**config.mk**
```make
export PLATFORM = sky130hd
export DESIGN_NAME = bcd_serial_addsub
export DESIGN_NICKNAME = d
export VERILOG_FILES = /design/src/rtl/bcd_serial_addsub.sv
export SDC_FILE = /design/constraint.sdc
export NUM_CORES = 1
export LEC_CHECK = 0
export CAP_MARGIN = 20
export CELL_PAD_IN_SITES_DETAIL_PLACEMENT = 1
export CELL_PAD_IN_SITES_GLOBAL_PLACEMENT = 2
export CORE_ASPECT_RATIO = 0.75
export CORE_UTILIZATION = 31
export CTS_BUF_LIST = sky130_fd_sc_hd__clkbuf_4 sky130_fd_sc_hd__clkbuf_8
export CTS_CLUSTER_DIAMETER = 30
export CTS_CLUSTER_SIZE = 12
export DETAILED_ROUTE_END_ITERATION = 6
export PLACE_DENSITY = 0.8
export SLEW_MARGIN = 20
export SYNTH_ARGS = -nofsm -noshare
export SYNTH_HDL_FRONTEND = slang
export SYNTH_SLANG_ARGS = --single-unit
```
**constraint.sdc**
```tcl
create_clock -name clk -period 4.33 [get_ports clk]
set_input_delay 0.433 -clock clk [delete_from_list [all_inputs] [get_ports clk]]
set_output_delay 0.433 -clock clk [all_outputs]
set_load 0.02 [all_outputs]
```
**src/rtl/bcd_serial_addsub.sv**
```systemverilog
// Serial packed-BCD adder/subtractor: one decimal digit per clock, LSD first.
// Subtraction is done as A + nine's-complement(B) + 1, so carry=1 means no borrow.
// Operands enter through a valid/ready handshake. The result, carry and
// invalid-digit flag leave through a second valid/ready handshake.
module bcd_serial_addsub #(
  parameter int DIGITS = 4
) (
  input  logic                clk,
  input  logic                rst,
  input  logic                in_valid,
  output logic                in_ready,
  input  logic [4*DIGITS-1:0] a,
  input  logic [4*DIGITS-1:0] b,
  input  logic                cin,
  input  logic                sub,
  output logic                out_valid,
  input  logic                out_ready,
  output logic [4*DIGITS-1:0] sum,
  output logic                carry,
  output logic                err
);

  localparam int W  = 4 * DIGITS;
  localparam int CW = $clog2(DIGITS) + 1;

  typedef enum logic [1:0] {IDLE, RUN, DONE} state_t;

  state_t        state;
  logic [W-1:0]  a_op;
  logic [W-1:0]  b_op;
  logic          c_run;
  logic [CW-1:0] cnt;

  logic [W-1:0]      b_nines;
  logic [DIGITS-1:0] a_bad;
  logic [DIGITS-1:0] b_bad;

  // Per-digit nine's complement of B (wraps mod 16 for illegal digits) and range flags
  generate
    for (genvar gi = 0; gi < DIGITS; gi++) begin : g_digit
      assign b_nines[4*gi +: 4] = 4'd9 - b[4*gi +: 4];
      assign a_bad[gi]          = (a[4*gi +: 4] > 4'd9);
      assign b_bad[gi]          = (b[4*gi +: 4] > 4'd9);
    end
  endgenerate

  logic [3:0] a_dig;
  logic [3:0] b_dig;

  // Select the operand digits addressed by the digit counter
  always_comb begin
    a_dig = '0;
    b_dig = '0;
    for (int i = 0; i < DIGITS; i++) begin
      if (cnt == CW'(i)) begin
        a_dig = a_op[4*i +: 4];
        b_dig = b_op[4*i +: 4];
      end
    end
  end

  logic [4:0] t;
  logic [3:0] digit;
  logic       c_out;

  // One decimal digit step: binary add, then +6 correction when the sum exceeds 9
  always_comb begin
    t = {1'b0, a_dig} + {1'b0, b_dig} + {4'd0, c_run};
    if (t > 5'd9) begin
      digit = t[3:0] + 4'd6;
      c_out = 1'b1;
    end else begin
      digit = t[3:0];
      c_out = 1'b0;
    end
  end

  logic last_digit;
  assign last_digit = (cnt == CW'(DIGITS - 1));

  // Control FSM with all outputs registered; DONE raises out_valid one cycle after entry
  always_ff @(posedge clk) begin
    if (rst) begin
      state     <= IDLE;
      in_ready  <= 1'b1;
      out_valid <= 1'b0;
      sum       <= '0;
      carry     <= 1'b0;
      err       <= 1'b0;
      a_op      <= '0;
      b_op      <= '0;
      c_run     <= 1'b0;
      cnt       <= '0;
    end else begin
      case (state)
        IDLE: begin
          if (in_valid && in_ready) begin
            a_op     <= a;
            b_op     <= sub ? b_nines : b;
            c_run    <= sub ? 1'b1 : cin;
            cnt      <= '0;
            sum      <= '0;
            err      <= |{a_bad, b_bad};
            in_ready <= 1'b0;
            state    <= RUN;
          end
        end
        RUN: begin
          for (int i = 0; i < DIGITS; i++) begin
            if (cnt == CW'(i)) begin
              sum[4*i +: 4] <= digit;
            end
          end
          c_run <= c_out;
          cnt   <= cnt + 1'b1;
          if (last_digit) begin
            carry <= c_out;
            state <= DONE;
          end
        end
        DONE: begin
          if (out_valid && out_ready) begin
            out_valid <= 1'b0;
            in_ready  <= 1'b1;
            state     <= IDLE;
          end else begin
            out_valid <= 1'b1;
          end
        end
        default: begin
          state     <= IDLE;
          in_ready  <= 1'b1;
          out_valid <= 1'b0;
        end
      endcase
    end
  end

endmodule

```
==> results.txt <==
The synthesized netlist contains 41 unique library cells. The capture instance of the worst register-to-register path is sum[10]. The number of resized instances in the post-cts repair step came out at 0. From left edge to right edge, the die measures 115 um. The clock root buffer is clkbuf_8. The total of fill cells in the finished design came out at 1,136. The via count normalized by instance count came out at 4.95. The mean post-synth cell area is 7.89 sq um.

The setup path with the least slack is of type reg -> reg. The total area inside the core boundary comes to 9160 sq um. The arrival time reported for the critical path endpoint is 4.23 ns. The die area is 9940 sq um. The standard-cell row count came out at 30. Setup violations remaining at the end of the flow were counted as 0.

The clock reaches the later pin of the worst-skew pair after 0.34 ns. The die span in y is 86.6 um. The final RePlAce weighted congestion is 0.798. The starting utilization of the core area is 0.323. The TritonCTS sink count is 58. Static timing analysis puts the maximum clock frequency at 0.252 GHz. The count of input and output buffers is 57.

The cell count after synthesis came out at 375. Yosys printed 0 warnings. The number of placed I/O pins is 58. The maximum number of pins on one net before global-route repair came out at 56. The actual slew at the worst max-slew pin is 0.868 ns. The mapped cell area came out at 2960 sq um. The post-CTS setup buffer count came out at 0.

The final-report max-slew violation count is 0. The register cell area after layout is 1160 sq um. STA classifies the critical path endpoint as a flip-flop. Dividing the detail-routed wire length by the instance count gives 15.4 um. The power density over the cells is 367 nW/um^2. The count of unresolved DRC violations after routing came out at 0. Along the worst hold path, the cell count comes to 2. The run finished with clean final reports. Setup repair after global routing left no endpoint under its margin. The final layout contains routed wiring with a total length of 8570 um. TritonCTS built the clock tree. The number of hold-repair buffers added at the cts stage is 0. The required time of the critical path is 4.59 ns.

In the finished design, the share of the clock period the worst path needs comes to 0.917. The synthesized netlist net count came out at 428. The number of cells on the worst reg-to-reg path is 15. The worst setup path is launched from a flip-flop. Detailed placement ended at an HPWL of 6410 um. The multi-input combinational cells in the finished layout cover a total of 1670 sq um. The repair_antennas step left the layout with diodes totalling 0. In this run, synthesis inferred 0 flip-flops with an integrated enable. The final net count is 477. Compared with the post-synthesis result, the final layout area differs by 30.2%. The remaining global-route overflow came out at 0. The max-slew headroom at the worst pin is 0.420. The most common flop cell mapped by yosys is dfxtp_1.

The min-delay analysis places its worst path in the category reg -> reg. The number of endpoints with negative hold slack in the final report came out at 0. The worst ir drop on vdd came out at 0.000127 V. Max-cap violations in this run came to 0.

The via count of the first global-routing pass is 2,665. In the final timing run, aggregate negative setup slack is 0 ns. The clock passes through at most 2 buffers. The DRC violation total after the first TritonRoute iteration is 71. The final critical path time including I/O delays and setup came out at 3.97 ns. After synthesis, the share of flip-flops with an asynchronous set or reset is 0. The worst register-to-register path begins at cnt[0].

The number of buffers inserted during clock tree synthesis came out at 9. The pre-antenna-repair detailed-routing pass consisted of 4 iterations. The path with the worst hold slack has its endpoint at sum[12]. In this run the most critical hold path is launched from sum[12]. The global routing usage summed across all routing layers is 0.183. The worst reg-to-reg setup slack is 0.36 ns. After clock tree synthesis, the clock-pin slew on the worst setup and hold paths is 0.07 ns. The cell leakage power came out at 1.43 nW. The maximum fanout along the worst path came out at 10. The register bit total from synthesis is 58. The sequential element share of the synthesized area is 0.393. On the final layout, the worst clock skew is 0.00978 ns. The global-route wire length before repair is 13,700 um. The deepest level of the CTS H-tree is 3. The share of the core filled with cells in the final layout came out at 0.420. The number of antenna violations at the first check in global routing was 0.

The via count is 2,749. The fraction of final layout cells with drive strength greater than 1 came out at 0.0656. The post-route antenna net violation count came out at 0.
per-stage QoR:
stage | area (sq um) | power (mW) | hold slack [ns] | setup slack, ns | instances
CTS | 3850 | 1.43 | 0.457 | 0.192 | 555
global placement | 3650 | 0.920 | 0.448 | 0.474 | 541
finish | 3850 | 1.41 | 0.452 | 0.361 | 555
detailed placement | 3650 | 0.931 | 0.448 | 0.266 | 541
global route | 3850 | 1.49 | 0.476 | 0.0343 | 555
floorplan | 2960 | 0.805 | 0.437 | 0.557 | 375
worst max-delay path, stage by stage, from the launching register on:
cell and delay, ns:
dfxtp_1 0.35, inv_1 0.10, ha_2 0.30, nand2_1 0.08, nor2_1 0.09, a21oi_1 0.04, o21ai_0 0.17, a22oi_1 0.12
fa_1 0.45, fa_1 0.42, xor2_1 0.25, ha_1 0.25, a22oi_1 0.16, a311oi_4 0.49, mux2_2 0.44, o21ai_0 0.17
Yosys cell counts (all sizes together), types with 3 or more instances:
cell	instances	share of area
a211oi	12	0.030
a21boi	3	0.0076
a21o	4	0.010
a21oi	36	0.061
a22o	6	0.018
a22oi	8	0.020
a31oi	4	0.0085
a32o	3	0.010
buf	7	0.010
clkbuf	17	0.022
dfxtp	58	0.39
ha	13	0.055
inv	14	0.018
mux2i	4	0.014
nand2	72	0.091
nand2b	4	0.0085
nand3b	6	0.015
nor2	40	0.051
nor2b	4	0.0085
nor3	3	0.0051
o21ai	30	0.051
xnor2	4	0.012
xor2	6	0.020
power by group:
group          switching, mW  internal [mW]  total [mW]
Combinational          0.182          0.141       0.323
Sequential            0.0258          0.570       0.596
Clock                  0.208          0.288       0.496
Total                  0.415          0.999        1.41
final cells by class:
class | instances | share of cell area
Sequential cell | 58 | 0.301
Tap cell | 128 | 0.0416
Timing Repair Buffer | 62 | 0.160
Clock inverter | 3 | 0.0104
Clock buffer | 11 | 0.0393
Multi-Input combinational cell | 279 | 0.434
Inverter | 14 | 0.0136
placed cells by master, fill, tap and decap left out, types with 2 or more instances in the layout:
cell type / count
xor2_1: 5
dfxtp_1: 58
buf_4: 4
a21o_1: 4
fa_1: 2
clkdlybuf4s50_1: 56
inv_1: 14
nand2b_1: 4
o21ai_0: 29
mux2i_1: 4
a22o_1: 6
a21oi_1: 36
a22oi_1: 8
nand2_1: 72
ha_1: 11
a21boi_0: 3
nand4_1: 2
clkinv_2: 2
a32o_1: 3
xnor2_1: 4
nor3_1: 3
nand3b_1: 6
nor2b_1: 4
nor2_1: 40
clkbuf_8: 11
ha_2: 2
a31oi_1: 4
a211oi_1: 12
worst max-delay path by stage:
stage	startpoint	end	slack, ns	depth (start not counted)
after floorplan	cnt[0]	sum[2]	0.56	14
after global placement	cnt[0]	sum[14]	0.47	12
after detailed placement	cnt[1]	sum[14]	0.27	13
after CTS	cnt[1]	sum[14]	0.19	13
after global routing	cnt[0]	sum[6]	0.03	15
final	cnt[0]	sum[10]	0.36	15
kinds of logic after synthesis:
logic type | Yosys count | synth area share
simple gates | 137 | 0.201
flops | 58 | 0.393
buf+inv | 38 | 0.0495
compound gates | 112 | 0.239
fa+ha+maj | 15 | 0.0685
xor+xnor | 10 | 0.0321
mux | 5 | 0.0173
registers in the layout, summed over array words and instances, names as in the netlist:
| register | count |
|---|---|
| in_ready | 1 |
| err | 1 |
| c_run | 1 |
| out_valid | 1 |
| state | 2 |
| b_op | 16 |
| cnt | 3 |
| carry | 1 |
| a_op | 16 |
| sum | 16 |
per-layer routing:
metal	vias up	GRT usage	wire [um]
met5	-	0	0
met4	0	0.0496	80
met3	8	0.0510	383
met2	51	0.263	3490
met1	1308	0.267	4610
li1	1382	-	-
Note: power is estimated with default switching activity, not from simulation.
==> patch: new RTL, config.mk and constraints unchanged <==
Put one more register stage on the output `err`. The value now appears one clock later. The other outputs are not delayed to match.
--- a/src/rtl/bcd_serial_addsub.sv
+++ b/src/rtl/bcd_serial_addsub.sv
@@ -25,4 +25,6 @@
 
   typedef enum logic [1:0] {IDLE, RUN, DONE} state_t;
+
+  logic err_s0;
 
   state_t        state;
@@ -87,5 +89,5 @@
       sum       <= '0;
       carry     <= 1'b0;
-      err       <= 1'b0;
+      err_s0    <= 1'b0;
       a_op      <= '0;
       b_op      <= '0;
@@ -101,5 +103,5 @@
             cnt      <= '0;
             sum      <= '0;
-            err      <= |{a_bad, b_bad};
+            err_s0   <= |{a_bad, b_bad};
             in_ready <= 1'b0;
             state    <= RUN;
@@ -137,4 +139,8 @@
   end
 
+  always_ff @(posedge clk) begin
+    err <= err_s0;
+  end
+
 endmodule
 
Function: changed (a bounded check fails within 4 cycles, from zero or initial values and one cycle with rst high).
==> patch against the original RTL <==
- utilization shrank 0.19 points
- global-route usage grew 0.91 points
- total power grew 1.5%
- routed wire length grew 1.2%
- sequential cell count grew 1
- non-clock buffer count shrank 2
- critical path type unchanged
- design area is essentially flat
- area after synthesis grew 0.68%
- worst setup slack lost 0.0074 ns
- sequential power grew 2%
- combinational power shrank 2%
==> patch: results (changes against the original RTL) <==
metric	value	unit	change
drt wl/cell	15.6	µm	+1.0%
actual slew at the worst max-slew pin	1.03	ns	+0.157 ns
FILL cells	1116		-1.8%
ratio of cells with drive above 1 in the final layout	6.54	%	-0.015 points
Ant. Diodes	0		unchanged
Crit path max-delay family	adder cells		
P_leak	1.43	nW	-0.30%
initial antenna violation count	0		unchanged
first-pass GRT wire length	14.3	mm	+4.3%
slowest CP cell	ha_1		
Inst Count DP	540		-0.18%
Pre-antenna DRT Iters	4		unchanged
Initial DRC Count	123		+73%
sequential element share of the synthesized area	39.7	%	+0.41 points
post-synth net total	429		+0.23%
htree depth	3		unchanged
WP data arrival	4.25	ns	+0.02 ns
Num CTS Buffers	9		unchanged
CP max stage delay	0.53	ns	+0.04 ns
CTS Root Cell	clkbuf_8		
met3 wire len	422	µm	+10%
Clock Path Buffers	2		unchanged
Synth Flop Type	dfxtp_1		
ys async rst share	0	%	unchanged
number of global-route vias before repair	2814		+5.6%
highest metal used	met4		
Worst VDD drop	173	µV	+36%
placed cell area	0.00365	mm²	-0.21%
Worst-path clk slew	0.07	ns	about the same
synth unique cells	41		unchanged
status	finished, final reports clean		
vias per cell	4.93		-0.40%
Final HPWL DP	6.46	mm	+0.81%
Worst Skew	0.0100	ns	+0.000246 ns
maxcap violations	0		unchanged
total track usage	19.3	%	+0.91 points
largest net degree at the start of global routing	56		unchanged
biggest regs	a_op (16), b_op (16), sum (16)		
wl on met1	4.44	mm	-3.7%
sw frac	30.2	%	+0.82 points
final WL	8.67	mm	+1.2%
Post-Syn Area per Cell	7.92	µm²	+0.41%
final net count	476		-0.21%
Worst Path Max Fanout	19		+9
commonest cells in the netlist	nand2_1, dfxtp_1, nor2_1		
hold crit path type	register to register		
met2 WL	3.69	mm	+5.7%
port bufs	57		unchanged
YS warnings	0		unchanged
Skew-Pair Late Insertion Delay	0.36	ns	+0.02 ns
Synth area leaders	dfxtp_1, nand2_1, a21oi_1		
GP Congestion	0.771		-3.4%
-- patch: metal layers --
| layer | vias up | track usage (%) |
|---|---|---|
| met2 | 48 | 28.0 |
| met3 | 12 | 5.71 |
| li1 | 1388 | - |
| met5 | - | 0 |
| met4 | 0 | 6.14 |
| met1 | 1295 | 27.2 |
-- patch: logic make-up after synthesis --
| family | after synthesis | share of synthesized area, % |
|---|---|---|
| AOI/OAI and AO/OA | 112 | 23.7 |
| DFF | 59 | 39.7 |
| buffers and inverters | 38 | 4.92 |
| adders and majority gates | 15 | 6.81 |
| and+or+nand+nor | 137 | 20.0 |
| xor gates and xnor gates | 10 | 3.19 |
| muxes | 5 | 1.72 |
-- patch: cell type report --
cell class / instances / area, µm² / area share, %
multi-input cells: 279 / 1670 / 43.4
flip-flops and latches: 59 / 1180 / 30.7
repair buffers: 60 / 588 / 15.3
well taps: 128 / 160 / 4.16
clock buffers: 11 / 145 / 3.77
clock inverters: 5 / 52.6 / 1.36
inverters: 14 / 52.6 / 1.36
-- patch: per-stage QoR --
stage	setup slack, ns	total power, mW
after floorplan	0.557	0.816
after detailed placement	0.270	0.938
after global placement	0.473	0.928
final	0.354	1.44
after global routing	0.0276	1.52
after CTS	0.201	1.45
-- patch: worst register-to-register path: stages, from the launching register on --
cell and delay, ns:
dfxtp_1 0.36, inv_1 0.11, ha_1 0.53, nand2_1 0.11
o21ai_0 0.10, a22oi_1 0.11, fa_1 0.46, fa_1 0.42
xor2_1 0.24, ha_1 0.24, a22oi_1 0.15, a311oi_4 0.49
mux2_2 0.42, o21ai_0 0.17
-- patch: power by group through the flow --
stage | registers (mW) | logic (mW) | clock network [mW]
6_report | 0.606 | 0.317 | 0.513
3_5_place_dp | 0.618 | 0.320 | 0
2_1_floorplan | 0.618 | 0.198 | 0
5_1_grt | 0.610 | 0.355 | 0.552
4_1_cts | 0.606 | 0.321 | 0.524
3_3_place_gp | 0.618 | 0.310 | 0
-- patch: worst paths after layout --
check	startpoint	to	slack, ns	cells after the start
setup reg to reg	cnt[0]	sum[6]	0.35	13
hold / removal	err_s0	err	0.35	0
hold reg to reg	err_s0	err	0.35	0
setup / recovery	cnt[0]	sum[6]	0.35	13
-- patch: timing repair --
action / 4_1_cts / 5_1_grt
setup buffers: 0 / 0
gates resized for setup: 0 / 2
setup endpoints to repair: 0 / 4
hold buffers: 0 / 0
